`src/rtl/storage_exc_ctrl_pkg.sv`:
```
// Shared types and constants for the storage exception controller:
// state encoding, SPR bit positions, default vectors and small helpers.
package storage_exc_ctrl_pkg;

  // 32-bit architectural word, bit 0 is the most significant bit
  typedef logic [0:31] word_t;

  // Exception sequencing states
  typedef enum logic [2:0] {
    ST_IDLE     = 3'd0,
    ST_FLUSH    = 3'd1,
    ST_SAVE     = 3'd2,
    ST_MSRUPD   = 3'd3,
    ST_REDIRECT = 3'd4
  } exc_state_e;

  // MSR bits cleared on exception entry, and the ESR store indicator
  localparam logic [4:0] MSR_EE = 5'd16;
  localparam logic [4:0] MSR_PR = 5'd17;
  localparam logic [4:0] ESR_ST = 5'd8;

  // Default interrupt vectors
  localparam word_t DSI_VEC_DEF = 32'h0000_0300;
  localparam word_t ISI_VEC_DEF = 32'h0000_0400;

  // Complete registered output set of the controller
  typedef struct packed {
    logic  busy;
    logic  flush;
    logic  srr0_we;
    word_t srr0_wd;
    logic  srr1_we;
    word_t srr1_wd;
    logic  dear_we;
    word_t dear_wd;
    logic  esr_we;
    word_t esr_wd;
    logic  msr_we;
    word_t msr_wd;
    logic  pc_redirect;
    word_t npc;
    logic  dsi_ack;
    logic  isi_ack;
  } exc_out_t;

  // MSR value written on exception entry: problem state and external
  // interrupts are disabled, every other bit is preserved
  function automatic word_t msr_on_entry(input word_t msr_cap);
    word_t m;
    m         = msr_cap;
    m[MSR_PR] = 1'b0;
    m[MSR_EE] = 1'b0;
    return m;
  endfunction

  // ESR value for a data storage interrupt: only the store indicator
  function automatic word_t esr_for_dsi(input logic is_store);
    word_t e;
    e         = 32'h0000_0000;
    e[ESR_ST] = is_store;
    return e;
  endfunction

endpackage

```
`src/rtl/storage_exc_ctrl_if.sv`:
```
// Bundle between the DSI/ISI request latches, the pipeline and the
// SPR/MSR/PC update logic. slave = the exception controller view,
// master = the surrounding logic view.
interface storage_exc_ctrl_if;
  import storage_exc_ctrl_pkg::*;

  // requests from the sticky latches and pipeline status
  logic  dsi;
  logic  isi;
  word_t dsi_pc;
  word_t dsi_ea;
  logic  dsi_isStore;
  word_t isi_pc;
  word_t MSR;
  logic  pipe_drained;

  // controller results
  logic  dsi_ack;
  logic  isi_ack;
  logic  busy;
  logic  flush;
  logic  srr0_we;
  word_t srr0_wd;
  logic  srr1_we;
  word_t srr1_wd;
  logic  dear_we;
  word_t dear_wd;
  logic  esr_we;
  word_t esr_wd;
  logic  msr_we;
  word_t msr_wd;
  logic  pc_redirect;
  word_t npc;

  modport slave (
    input  dsi, isi, dsi_pc, dsi_ea, dsi_isStore, isi_pc, MSR, pipe_drained,
    output dsi_ack, isi_ack, busy, flush,
    output srr0_we, srr0_wd, srr1_we, srr1_wd, dear_we, dear_wd,
    output esr_we, esr_wd, msr_we, msr_wd, pc_redirect, npc
  );

  modport master (
    output dsi, isi, dsi_pc, dsi_ea, dsi_isStore, isi_pc, MSR, pipe_drained,
    input  dsi_ack, isi_ack, busy, flush,
    input  srr0_we, srr0_wd, srr1_we, srr1_wd, dear_we, dear_wd,
    input  esr_we, esr_wd, msr_we, msr_wd, pc_redirect, npc
  );

endinterface

```
`src/rtl/storage_exc_ctrl.sv`:
```
// Storage exception controller: accepts a pending DSI/ISI (DSI first, it is
// the older instruction), flushes the pipeline, saves SRR0/SRR1 (plus
// DEAR/ESR for DSI), updates MSR, redirects fetch to the vector and acks
// the request latches. All outputs are registered and decoded from the
// state being entered, so each strobe lines up with its state cycle.
module storage_exc_ctrl
  import storage_exc_ctrl_pkg::*;
#(
  parameter word_t DSI_VEC = DSI_VEC_DEF,
  parameter word_t ISI_VEC = ISI_VEC_DEF
) (
  input  logic                clk,
  input  logic                rst,
  storage_exc_ctrl_if.slave   bus
);

  exc_state_e state_r;
  exc_state_e state_nxt_s;
  logic       accept_s;

  logic       sel_dsi_r;
  word_t      cap_pc_r;
  word_t      cap_ea_r;
  logic       cap_st_r;
  word_t      cap_msr_r;

  exc_out_t   out_r;
  exc_out_t   out_nxt_s;

  // Next-state logic; acceptance happens only from IDLE
  always_comb begin
    state_nxt_s = state_r;
    accept_s    = 1'b0;
    case (state_r)
      ST_IDLE: begin
        if (bus.dsi | bus.isi) begin
          state_nxt_s = ST_FLUSH;
          accept_s    = 1'b1;
        end else begin
          state_nxt_s = ST_IDLE;
        end
      end
      ST_FLUSH: begin
        if (bus.pipe_drained) begin
          state_nxt_s = ST_SAVE;
        end else begin
          state_nxt_s = ST_FLUSH;
        end
      end
      ST_SAVE:     state_nxt_s = ST_MSRUPD;
      ST_MSRUPD:   state_nxt_s = ST_REDIRECT;
      ST_REDIRECT: state_nxt_s = ST_IDLE;
      default:     state_nxt_s = ST_IDLE;
    endcase
  end

  // Output decode for the state about to be entered (Moore, registered below)
  always_comb begin
    out_nxt_s = '0;
    case (state_nxt_s)
      ST_IDLE: begin
        out_nxt_s.busy = 1'b0;
      end
      ST_FLUSH: begin
        out_nxt_s.busy  = 1'b1;
        out_nxt_s.flush = 1'b1;
      end
      ST_SAVE: begin
        out_nxt_s.busy    = 1'b1;
        out_nxt_s.srr0_we = 1'b1;
        out_nxt_s.srr0_wd = cap_pc_r;
        out_nxt_s.srr1_we = 1'b1;
        out_nxt_s.srr1_wd = cap_msr_r;
        if (sel_dsi_r) begin
          out_nxt_s.dear_we = 1'b1;
          out_nxt_s.dear_wd = cap_ea_r;
          out_nxt_s.esr_we  = 1'b1;
          out_nxt_s.esr_wd  = esr_for_dsi(cap_st_r);
        end else begin
          out_nxt_s.dear_we = 1'b0;
          out_nxt_s.esr_we  = 1'b0;
        end
      end
      ST_MSRUPD: begin
        out_nxt_s.busy   = 1'b1;
        out_nxt_s.msr_we = 1'b1;
        out_nxt_s.msr_wd = msr_on_entry(cap_msr_r);
      end
      ST_REDIRECT: begin
        out_nxt_s.busy        = 1'b1;
        out_nxt_s.pc_redirect = 1'b1;
        out_nxt_s.npc         = sel_dsi_r ? DSI_VEC : ISI_VEC;
        out_nxt_s.dsi_ack     = sel_dsi_r;
        // a pending ISI is either the one serviced or a fetch just flushed
        out_nxt_s.isi_ack     = 1'b1;
      end
      default: begin
        out_nxt_s = '0;
      end
    endcase
  end

  // State and output registers; reset aborts any sequence in flight
  always_ff @(posedge clk) begin
    if (rst) begin
      state_r <= ST_IDLE;
      out_r   <= '0;
    end else begin
      state_r <= state_nxt_s;
      out_r   <= out_nxt_s;
    end
  end

  // Capture the faulting context once, in the accept cycle
  always_ff @(posedge clk) begin
    if (rst) begin
      sel_dsi_r <= 1'b0;
      cap_pc_r  <= 32'h0000_0000;
      cap_ea_r  <= 32'h0000_0000;
      cap_st_r  <= 1'b0;
      cap_msr_r <= 32'h0000_0000;
    end else if (accept_s) begin
      sel_dsi_r <= bus.dsi;
      cap_pc_r  <= bus.dsi ? bus.dsi_pc : bus.isi_pc;
      cap_ea_r  <= bus.dsi_ea;
      cap_st_r  <= bus.dsi & bus.dsi_isStore;
      cap_msr_r <= bus.MSR;
    end else begin
      sel_dsi_r <= sel_dsi_r;
      cap_pc_r  <= cap_pc_r;
      cap_ea_r  <= cap_ea_r;
      cap_st_r  <= cap_st_r;
      cap_msr_r <= cap_msr_r;
    end
  end

  assign bus.busy        = out_r.busy;
  assign bus.flush       = out_r.flush;
  assign bus.srr0_we     = out_r.srr0_we;
  assign bus.srr0_wd     = out_r.srr0_wd;
  assign bus.srr1_we     = out_r.srr1_we;
  assign bus.srr1_wd     = out_r.srr1_wd;
  assign bus.dear_we     = out_r.dear_we;
  assign bus.dear_wd     = out_r.dear_wd;
  assign bus.esr_we      = out_r.esr_we;
  assign bus.esr_wd      = out_r.esr_wd;
  assign bus.msr_we      = out_r.msr_we;
  assign bus.msr_wd      = out_r.msr_wd;
  assign bus.pc_redirect = out_r.pc_redirect;
  assign bus.npc         = out_r.npc;
  assign bus.dsi_ack     = out_r.dsi_ack;
  assign bus.isi_ack     = out_r.isi_ack;

endmodule

```
`src/flat_wrapper.sv`:
```
// flat-port wrapper written by rule: the top's interface ports become plain ports
module storage_exc_ctrl_flat import storage_exc_ctrl_pkg::*;
#(
  parameter word_t DSI_VEC = DSI_VEC_DEF,
  parameter word_t ISI_VEC = ISI_VEC_DEF
)
  (clk, rst, bus_dsi, bus_isi, bus_dsi_pc, bus_dsi_ea, bus_dsi_isStore, bus_isi_pc, bus_MSR, bus_pipe_drained, bus_dsi_ack, bus_isi_ack, bus_busy, bus_flush, bus_srr0_we, bus_srr0_wd, bus_srr1_we, bus_srr1_wd, bus_dear_we, bus_dear_wd, bus_esr_we, bus_esr_wd, bus_msr_we, bus_msr_wd, bus_pc_redirect, bus_npc);
  storage_exc_ctrl_if bus_i ();
  input  logic clk;
  input  logic rst;
  input wire logic [$bits(bus_i.dsi)-1:0] bus_dsi;
  input wire logic [$bits(bus_i.isi)-1:0] bus_isi;
  input wire logic [$bits(bus_i.dsi_pc)-1:0] bus_dsi_pc;
  input wire logic [$bits(bus_i.dsi_ea)-1:0] bus_dsi_ea;
  input wire logic [$bits(bus_i.dsi_isStore)-1:0] bus_dsi_isStore;
  input wire logic [$bits(bus_i.isi_pc)-1:0] bus_isi_pc;
  input wire logic [$bits(bus_i.MSR)-1:0] bus_MSR;
  input wire logic [$bits(bus_i.pipe_drained)-1:0] bus_pipe_drained;
  output wire logic [$bits(bus_i.dsi_ack)-1:0] bus_dsi_ack;
  output wire logic [$bits(bus_i.isi_ack)-1:0] bus_isi_ack;
  output wire logic [$bits(bus_i.busy)-1:0] bus_busy;
  output wire logic [$bits(bus_i.flush)-1:0] bus_flush;
  output wire logic [$bits(bus_i.srr0_we)-1:0] bus_srr0_we;
  output wire logic [$bits(bus_i.srr0_wd)-1:0] bus_srr0_wd;
  output wire logic [$bits(bus_i.srr1_we)-1:0] bus_srr1_we;
  output wire logic [$bits(bus_i.srr1_wd)-1:0] bus_srr1_wd;
  output wire logic [$bits(bus_i.dear_we)-1:0] bus_dear_we;
  output wire logic [$bits(bus_i.dear_wd)-1:0] bus_dear_wd;
  output wire logic [$bits(bus_i.esr_we)-1:0] bus_esr_we;
  output wire logic [$bits(bus_i.esr_wd)-1:0] bus_esr_wd;
  output wire logic [$bits(bus_i.msr_we)-1:0] bus_msr_we;
  output wire logic [$bits(bus_i.msr_wd)-1:0] bus_msr_wd;
  output wire logic [$bits(bus_i.pc_redirect)-1:0] bus_pc_redirect;
  output wire logic [$bits(bus_i.npc)-1:0] bus_npc;
  assign bus_i.dsi = bus_dsi;
  assign bus_i.isi = bus_isi;
  assign bus_i.dsi_pc = bus_dsi_pc;
  assign bus_i.dsi_ea = bus_dsi_ea;
  assign bus_i.dsi_isStore = bus_dsi_isStore;
  assign bus_i.isi_pc = bus_isi_pc;
  assign bus_i.MSR = bus_MSR;
  assign bus_i.pipe_drained = bus_pipe_drained;
  assign bus_dsi_ack = bus_i.dsi_ack;
  assign bus_isi_ack = bus_i.isi_ack;
  assign bus_busy = bus_i.busy;
  assign bus_flush = bus_i.flush;
  assign bus_srr0_we = bus_i.srr0_we;
  assign bus_srr0_wd = bus_i.srr0_wd;
  assign bus_srr1_we = bus_i.srr1_we;
  assign bus_srr1_wd = bus_i.srr1_wd;
  assign bus_dear_we = bus_i.dear_we;
  assign bus_dear_wd = bus_i.dear_wd;
  assign bus_esr_we = bus_i.esr_we;
  assign bus_esr_wd = bus_i.esr_wd;
  assign bus_msr_we = bus_i.msr_we;
  assign bus_msr_wd = bus_i.msr_wd;
  assign bus_pc_redirect = bus_i.pc_redirect;
  assign bus_npc = bus_i.npc;
  storage_exc_ctrl #(.DSI_VEC(DSI_VEC), .ISI_VEC(ISI_VEC)) u_core (.clk(clk), .rst(rst), .bus(bus_i));
endmodule
```
`config.mk`:
```
export PLATFORM = sky130hd
export DESIGN_NAME = storage_exc_ctrl_flat
export DESIGN_NICKNAME = d
export VERILOG_FILES = /design/src/rtl/storage_exc_ctrl_pkg.sv /design/src/rtl/storage_exc_ctrl_if.sv /design/src/rtl/storage_exc_ctrl.sv /design/src/flat_wrapper.sv
export SDC_FILE = /design/constraint.sdc
export NUM_CORES = 1
export LEC_CHECK = 0
export ABC_AREA = 0
export CAP_MARGIN = 10
export CORE_AREA = 2 2 142 144
export DETAILED_ROUTE_END_ITERATION = 7
export DIE_AREA = 0 0 144 146
export PLACE_DENSITY_LB_ADDON = 0.1
export SLEW_MARGIN = 20
export SYNTH_ARGS = -nofsm -noshare
export SYNTH_HDL_FRONTEND = slang
export SYNTH_SLANG_ARGS = --single-unit
```
`constraint.sdc`:
```
create_clock -name clk -period 1.7 [get_ports clk]
set_input_delay 0.34 -clock clk [delete_from_list [all_inputs] [get_ports clk]]
set_output_delay 0.34 -clock clk [all_outputs]
set_load 0.005 [all_outputs]
```
Word level (Yosys, flattened, before mapping)
Cells that the tools add are included.

Equality and inequality tests: 7. Reductions and logical operators: 6. Bitwise operators: 6. Mux-type cells: 15.

Operators with widths (number): $mux 132 (1); $mux 32 (2); $mux 35 (1); $mux 33 (1); $mux 24 (1); $eq 3x2->1 const B (4); $pmux 3 s4 (1); $mux 11 (1); $eq 3x1->1 const B (2); $mux 1 (6); $reduce_or 2->1 (3); $not 1->1 (4); $reduce_or 4->1 (1); $eq 3x3->1 const B (1); $logic_not 3->1 (1); $reduce_or 3->1 (1); $mux 2 (1); $and 1x1->1 (1); $or 1x1->1 (1).

Register bits after elaboration: 302.

Longest topological paths before layout
Gate-level depths: netlist of run 1.

Depth after elaboration: 6. Gate-level depth with buffers: 7.

Worst setup path before layout of run 1
Ideal clock, no wire load.

Path type: register to register. Start: register u_core.state_r[2]. End: register u_core.cap_msr_r[10]. Path buffers: 3. Stages on the path, launching flop included: 7. Setup time: 0.132 ns. Arrival: 1.316 ns. Required time: 1.568 ns. Slack: 0.251 ns. Cells stage by stage: dfxtp_1 > buf_2 > or3_4 > buf_6 > buf_6 > o21ai_0 > a21oi_1.

Word-level cells in the longest chain between the ends: 2.

RTL lines: from (decl) (RTL line storage_exc_ctrl.sv:17) `exc_state_e state_r;`; from (signal assigned) (RTL line storage_exc_ctrl.sv:109) `state_r <= state_nxt_s;`; $logic_not 3->1 (RTL line storage_exc_ctrl.sv:34) `case (state_r)`; $mux 1 (RTL line storage_exc_ctrl.sv:34); to (signal assigned) (RTL line storage_exc_ctrl.sv:127) `cap_msr_r <= bus.MSR;`; to (signal assigned) (RTL line storage_exc_ctrl.sv:133) `cap_msr_r <= cap_msr_r;`; to (decl) (RTL line storage_exc_ctrl.sv:25) `word_t cap_msr_r;`.

Every way passes these cells. A chain may end at the register's enable or synchronous reset.

Worst setup path in the final report of run 1
Start: register u_core.out_r (netlist bit u_core.bus.dear_wd[12]). End: output port bus_dear_wd[12].

RTL lines: from (decl) (RTL line storage_exc_ctrl.sv:27) `exc_out_t out_r;`; from (signal assigned) (RTL line storage_exc_ctrl.sv:110) `out_r <= out_nxt_s;`; to (decl) (RTL line flat_wrapper.sv:28) `output wire logic [$bits(bus_i.dear_wd)-1:0] bus_dear_wd;`.

No word-level cell between the ends.

==> results of run 1 <==
-- placed cells by master (no fill, tap or decap), types with 2 or more instances in the layout --
cell	count
nor2_1	3
dlygate4sd2_1	31
dfxtp_2	4
buf_4	18
a21oi_1	100
clkbuf_1	6
mux2i_1	32
conb_1	62
dfxtp_1	232
and2_1	96
nor2b_1	4
clkdlybuf4s50_1	211
nor3_1	3
buf_12	15
clkbuf_16	25
a211oi_1	33
nand3_1	65
o21ai_1	4
clkinv_2	2
dlymetal6s2s_1	29
bufinv_16	3
clkbuf_8	4
o21ai_0	62
and3_1	35
-- worst paths after layout --
| check | to | slack (ns) | depth (start not counted) | start |
|---|---|---|---|---|
| max reg2reg | u_core.cap_msr_r[30] | 0.19 | 4 | u_core.state_r[2] |
| min reg2reg | u_core.bus.srr0_wd[25] | 0.44 | 1 | u_core.cap_pc_r[25] |
| max | bus_dear_wd[12] | 0.03 | 1 | u_core.bus.dear_wd[12] |
| min | u_core.bus.msr_we | 0.22 | 3 | rst |
-- cells in the mapped netlist, types with 3 or more instances --
library cell,count
clkbuf_1,40
a211oi_1,33
o21ai_0,62
and2_1,96
nand3_1,65
nor3_1,3
and3_1,36
nor2b_1,4
buf_6,8
o21ai_1,4
buf_2,19
nor2_1,3
buf_4,72
dfxtp_1,236
mux2i_1,32
a21oi_1,100
-- routing by layer --
layer  wire [um]  vias up
met4         393        0
li1            -     3193
met3        1448       31
met2       10730      237
met5           0        -
met1        8507     2935
-- metrics by stage --
step	total power [mW]	util [%]	hold WS (ns)	setup slack, ns
finish	12.72	62.06	0.2194	0.02787
detailed placement	7.510	57.67	0.4389	-0.05444
CTS	12.86	61.68	0.2073	0.001253
global route	13.26	62.06	0.2193	0.0001851
global placement	7.487	57.67	0.4307	-0.03004
floorplan	6.916	-	0.4229	0.2513
-- where the power goes --
group	switching [mW]	total [mW]	internal [mW]
Clock	2.05	5.35	3.30
Combinational	0.719	1.44	0.723
Sequential	0.115	5.93	5.81
-- flip-flops by register name, indices dropped and copies added (netlist names) --
name                cells
u_core.bus.dear_wd     32
u_core.bus.srr0_wd     32
u_core.bus.msr_we       1
u_core.sel_dsi_r        1
u_core.bus.dear_we      1
u_core.bus.isi_ack      1
u_core.bus.busy         1
u_core.bus.msr_wd      30
u_core.bus.srr1_we      1
u_core.bus.npc          2
u_core.cap_pc_r        32
u_core.cap_st_r         1
u_core.cap_ea_r        32
u_core.bus.srr1_wd     32
u_core.state_r          3
u_core.bus.flush        1
u_core.bus.esr_wd       1
u_core.cap_msr_r       32
-- what timing repair did --
action,in CTS,in global routing
pin swaps,0,0
gates resized for setup,35,29
setup endpoints to repair,32,29
-- area by class of cell --
type                    instances  share of cell area, %
clock buffers                  35                  5.860
well taps                     265                  2.763
inverters                       1                0.03128
repair buffers                305                  26.56
flip-flops and latches        236                  39.42
clock inverters                 6                 0.8968
multi-input cells             509                  24.47
-- tightest hold or removal path, cell delays in order --
cell and delay [ns]:
buf_4 0.10, nor4b_2 0.05, buf_12 0.16
-- cells by family after synthesis --
group | Yosys count | share of synthesized area (%)
AND/OR/NAND/NOR | 215 | 15.50
other | 1 | 0.04514
buffers and inverters | 141 | 10.65
AO/OA/AOI/OAI | 200 | 13.07
multiplexers | 32 | 3.856
flip-flops | 236 | 56.88
==> results.cfg, run 1 <==
[clock_network]
root_buffer = clkbuf_16
cts_hold_buf = 0
cts_tree = yes
cts_buffers = 24
clk_latency_ns = 0.51
h-tree-depth = 1
cts_sinks = 236
clk_pin_slew_worst_paths_ns = 0.06
ctsLongestPathBuffers = 3
cts_setup_buffers = 0

[finish]
multiInputGateArea_mm2 = 0.002937
seqCellArea_mm2 = 0.004730
drive_gt1_share_pct = 7.326
syn_to_final_growth_pct = 44.45
diodes = 0
stdcell_area_mm2 = 0.01200
stdcell_count = 1357
nFillCells = 1683
fin_nets = 1211

[sta]
period_share_pct = 98.36
worst_slew_pin_slew_ns = 0.6943
setup_viol = 0
hold_viol_final = 0
rsz0062_at_grt = no
finalSetupTns_ns = 0
period_minus_slack_ns = 1.672
slew_violations = 0
fin_skew_ns = 0.01252
max_slew_margin_pct = 53.71
fmax_mhz = 598.0

[detailed_routing]
wl_per_cell_um = 15.53
route.detailed.drc = 0
ant_nets = 0
drt-vias-per-instance = 4.713
routed_wl_um = 21080
first_iter_violations = 247
vias = 6396
dr.pass1.iters = 4

[global_routing]
use_met1_pct = 23.74
grt_max_degree = 61
antenna_found_initial = 0
met2_usage_pct = 34.88
grt.busiest_layer = met2
grt_pass1_vias = 6042
grt_overflow = 0
grt_first_pass_wirelength_um = 33090
track_usage_pct = 19.57
met3_usage_pct = 4.113

[setup_path]
crit_buf_inv = 1
crit_arrival_ns = 1.33
critPathLaunchType = register
path_class = reg2out
worstPathRequired_ns = 1.36
path_max_fanout = 1
cpMaxStageDelayCell = clkdlybuf4s50_1
cp_cell_sequence = clkdlybuf4s50_1
critical_path.max_stage_delay_ns = 0.52
endpoint_kind = output port
critPathTopFamily = buffers and inverters

[floorplan]
io_pins = 336
die_area_mm2 = 0.02102
core_mm2 = 0.01933
row_count = 51
initial_core_util_pct = 42.96
die_x_um = 144
dieHeight_um = 146

[synthesis]
synth.distinct_cells = 28
async_flop_share_pct = 0
synth_seq_cells = 236
yosysSeqAreaShare_pct = 56.88
synth_area_per_cell_um2 = 10.07
yosysTopAreaCell = dfxtp_1
ys.warnings.count = 0
yosysTopAreaCellShare_pct = 56.88
synth_area_mm2 = 0.008307
yosys_most_used_dff = dfxtp_1
synth_area_leaders = dfxtp_1 57%, and2_1 7.2%, buf_4 6.5%
synth_edf_count = 0
netlist_instances = 825

[placed_design]
dp.cells = 1316
dp_hpwl_um = 14330
port_buffers = 273
gp_congestion = 0.7882
post_dp_cell_area_mm2 = 0.01115

[pwr]
power_density_mw_per_mm2 = 1060
max-vdd-ir-drop_mv = 0.5977
p_leak_nw = 5.502

[run_status]
status = finished, final reports clean

[min_path]
hold_path.class = in2reg

[flow_run]
cap_violations = 0
No activity file was read; power rests on OpenSTA's default activity.
==> inputs of run 2 (changes only) <==
Settings changed: PLACE_DENSITY set to 0.9, PLACE_DENSITY_LB_ADDON 0.1 to not set.
==> run 2 against run 1 <==
Setup slack got worse by 0.014 ns. Hold slack got worse by 0.057 ns. Sequential share of layout area decreased by 0.17 points. Highest routed layer unchanged.
==> results.cfg, run 2 (synthesis results as in run 1) <==
[finish]
drive_gt1_share_pct = 7.169
layout_common_cells = 234 x dfxtp_1, 186 x clkdlybuf4s50_1, 100 x a21oi_1
diodes = 0
fin_nets = 1205
syn_to_final_growth_pct = 44.99
stdcell_count = 1353
layout_commonest_cell = dfxtp_1
final_util_pct = 62.29

[setup_path]
worstPathRequired_ns = 1.36
worstSetupPathDepth = 1
r2r_cells = 4
cp_cell_sequence = clkdlybuf4s50_1
endpoint_kind = output port
r2r-start = u_core.state_r[2]
path_class = reg2out
critical_path.max_stage_delay_ns = 0.51
critPathCapture = bus_msr_wd[23]
crit_arrival_ns = 1.35
cpMaxStageDelayCell = clkdlybuf4s50_1
crit_buf_inv = 1
r2r_end = u_core.cap_ea_r[14]
critPathLaunchType = register
cp-startpoint = u_core.bus.msr_wd[23]
rrSetupSlack_ns = 0.11
critPathTopFamily = buffers and inverters
path_max_fanout = 1

[global_routing]
met3_usage_pct = 3.883
track_usage_pct = 21.02
grt_pass1_vias = 6614
grt.busiest_layer = met2
grt_first_pass_wirelength_um = 35240
grt_overflow = 0
met2_usage_pct = 38.48
use_met1_pct = 23.68
grt_max_degree = 80
antenna_found_initial = 0

[placed_design]
dp.cells = 1310
dp_hpwl_um = 15230
port_buffers = 273
preCtsSetupSlack_ns = -0.06049
gp_congestion = 0.8305

[min_path]
worstHoldStart = rst
hold_path.class = in2reg

[detailed_routing]
route.detailed.drc = 0
ant_nets = 0
first_iter_violations = 245
vias = 6681
routed_wl_um = 23210
drt-vias-per-instance = 4.938
wl_per_cell_um = 17.15
dr.pass1.iters = 6

[clock_network]
root_buffer = clkbuf_16
clk_latency_ns = 0.51
cts_tree = yes
clk_pin_slew_worst_paths_ns = 0.07
cts_sinks = 236
cts_buffers = 24
h-tree-depth = 1
ctsLongestPathBuffers = 3
cts_hold_buf = 0

[floorplan]
io_pins = 336
initial_core_util_pct = 42.96
die_area_mm2 = 0.02102
die_x_um = 144
core_mm2 = 0.01933
dieHeight_um = 146
row_count = 51

[run_status]
status = finished, final reports clean

[sta]
fmax_mhz = 592.9
worst_slack_ns = 0.01348
max_slew_margin_pct = 42.10
period_minus_slack_ns = 1.687
period_share_pct = 99.21
slew_violations = 0
fin_skew_ns = 0.01729
worst_slew_pin_slew_ns = 0.8685
fin_hold_ws_ns = 0.1624
hold_viol_final = 0
setup_viol = 0

[pwr]
power_density_mw_per_mm2 = 1068
max-vdd-ir-drop_mv = 0.6130
p_leak_nw = 5.963
fin_total_pwr_mw = 12.86

[flow_run]
cap_violations = 0
==> run 2: metrics by stage <==
stage                     cell area, um2  TNS [ns]
final                              12040         0
after global routing               12040  -0.02759
after CTS                          11910         0
after detailed placement           11120   -0.3025
after global placement             11120         0
after floorplan                     8536         0
==> run 2: metal layers <==
| metal | routed length, um | vias to the layer above |
|---|---|---|
| li1 | - | 3183 |
| met1 | 8851 | 3106 |
| met2 | 11840 | 322 |
| met3 | 1620 | 70 |
| met4 | 893 | 0 |
| met5 | 0 | - |
==> run 2: worst min path at each step <==
| stage | end | slack (ns) | cells after the start |
|---|---|---|---|
| CTS | u_core.state_r[0] | 0.15 | 3 |
| floorplan | u_core.bus.srr1_wd[14] | 0.42 | 1 |
| global placement | u_core.bus.srr1_wd[14] | 0.44 | 1 |
| detailed placement | u_core.bus.srr1_wd[15] | 0.44 | 1 |
| global route | u_core.state_r[0] | 0.16 | 3 |
| finish | u_core.state_r[0] | 0.16 | 3 |
==> run 2: layout make-up <==
type                    instances  area, um2
clock buffers                  28      646.9
inverters                       1      3.754
fillers                      1515       7291
flip-flops and latches        236       4727
multi-input cells             509       2937
repair buffers                299       3221
well taps                     265      331.6
clock inverters                15      177.7
==> run 2: worst register-to-register path, cell delays in order (launching register included) <==
cell	delay, ns
dfxtp_1	0.37
or3_4	0.52
buf_12	0.21
o21ai_0	0.23
a21oi_1	0.11
==> run 2: timing repair <==
action	CTS	global route
setup buffers	0	0
setup endpoints to repair	32	55
resized for setup	32	55
==> run 2: power by group <==
| part | internal [mW] | total, mW | leakage [nW] | switching (mW) |
|---|---|---|---|---|
| Combinational | 0.725 | 1.46 | 3.64 | 0.739 |
| Clock | 3.22 | 5.45 | 0.402 | 2.23 |
| Sequential | 5.81 | 5.95 | 1.92 | 0.140 |
| Total | 9.75 | 12.9 | 5.96 | 3.11 |
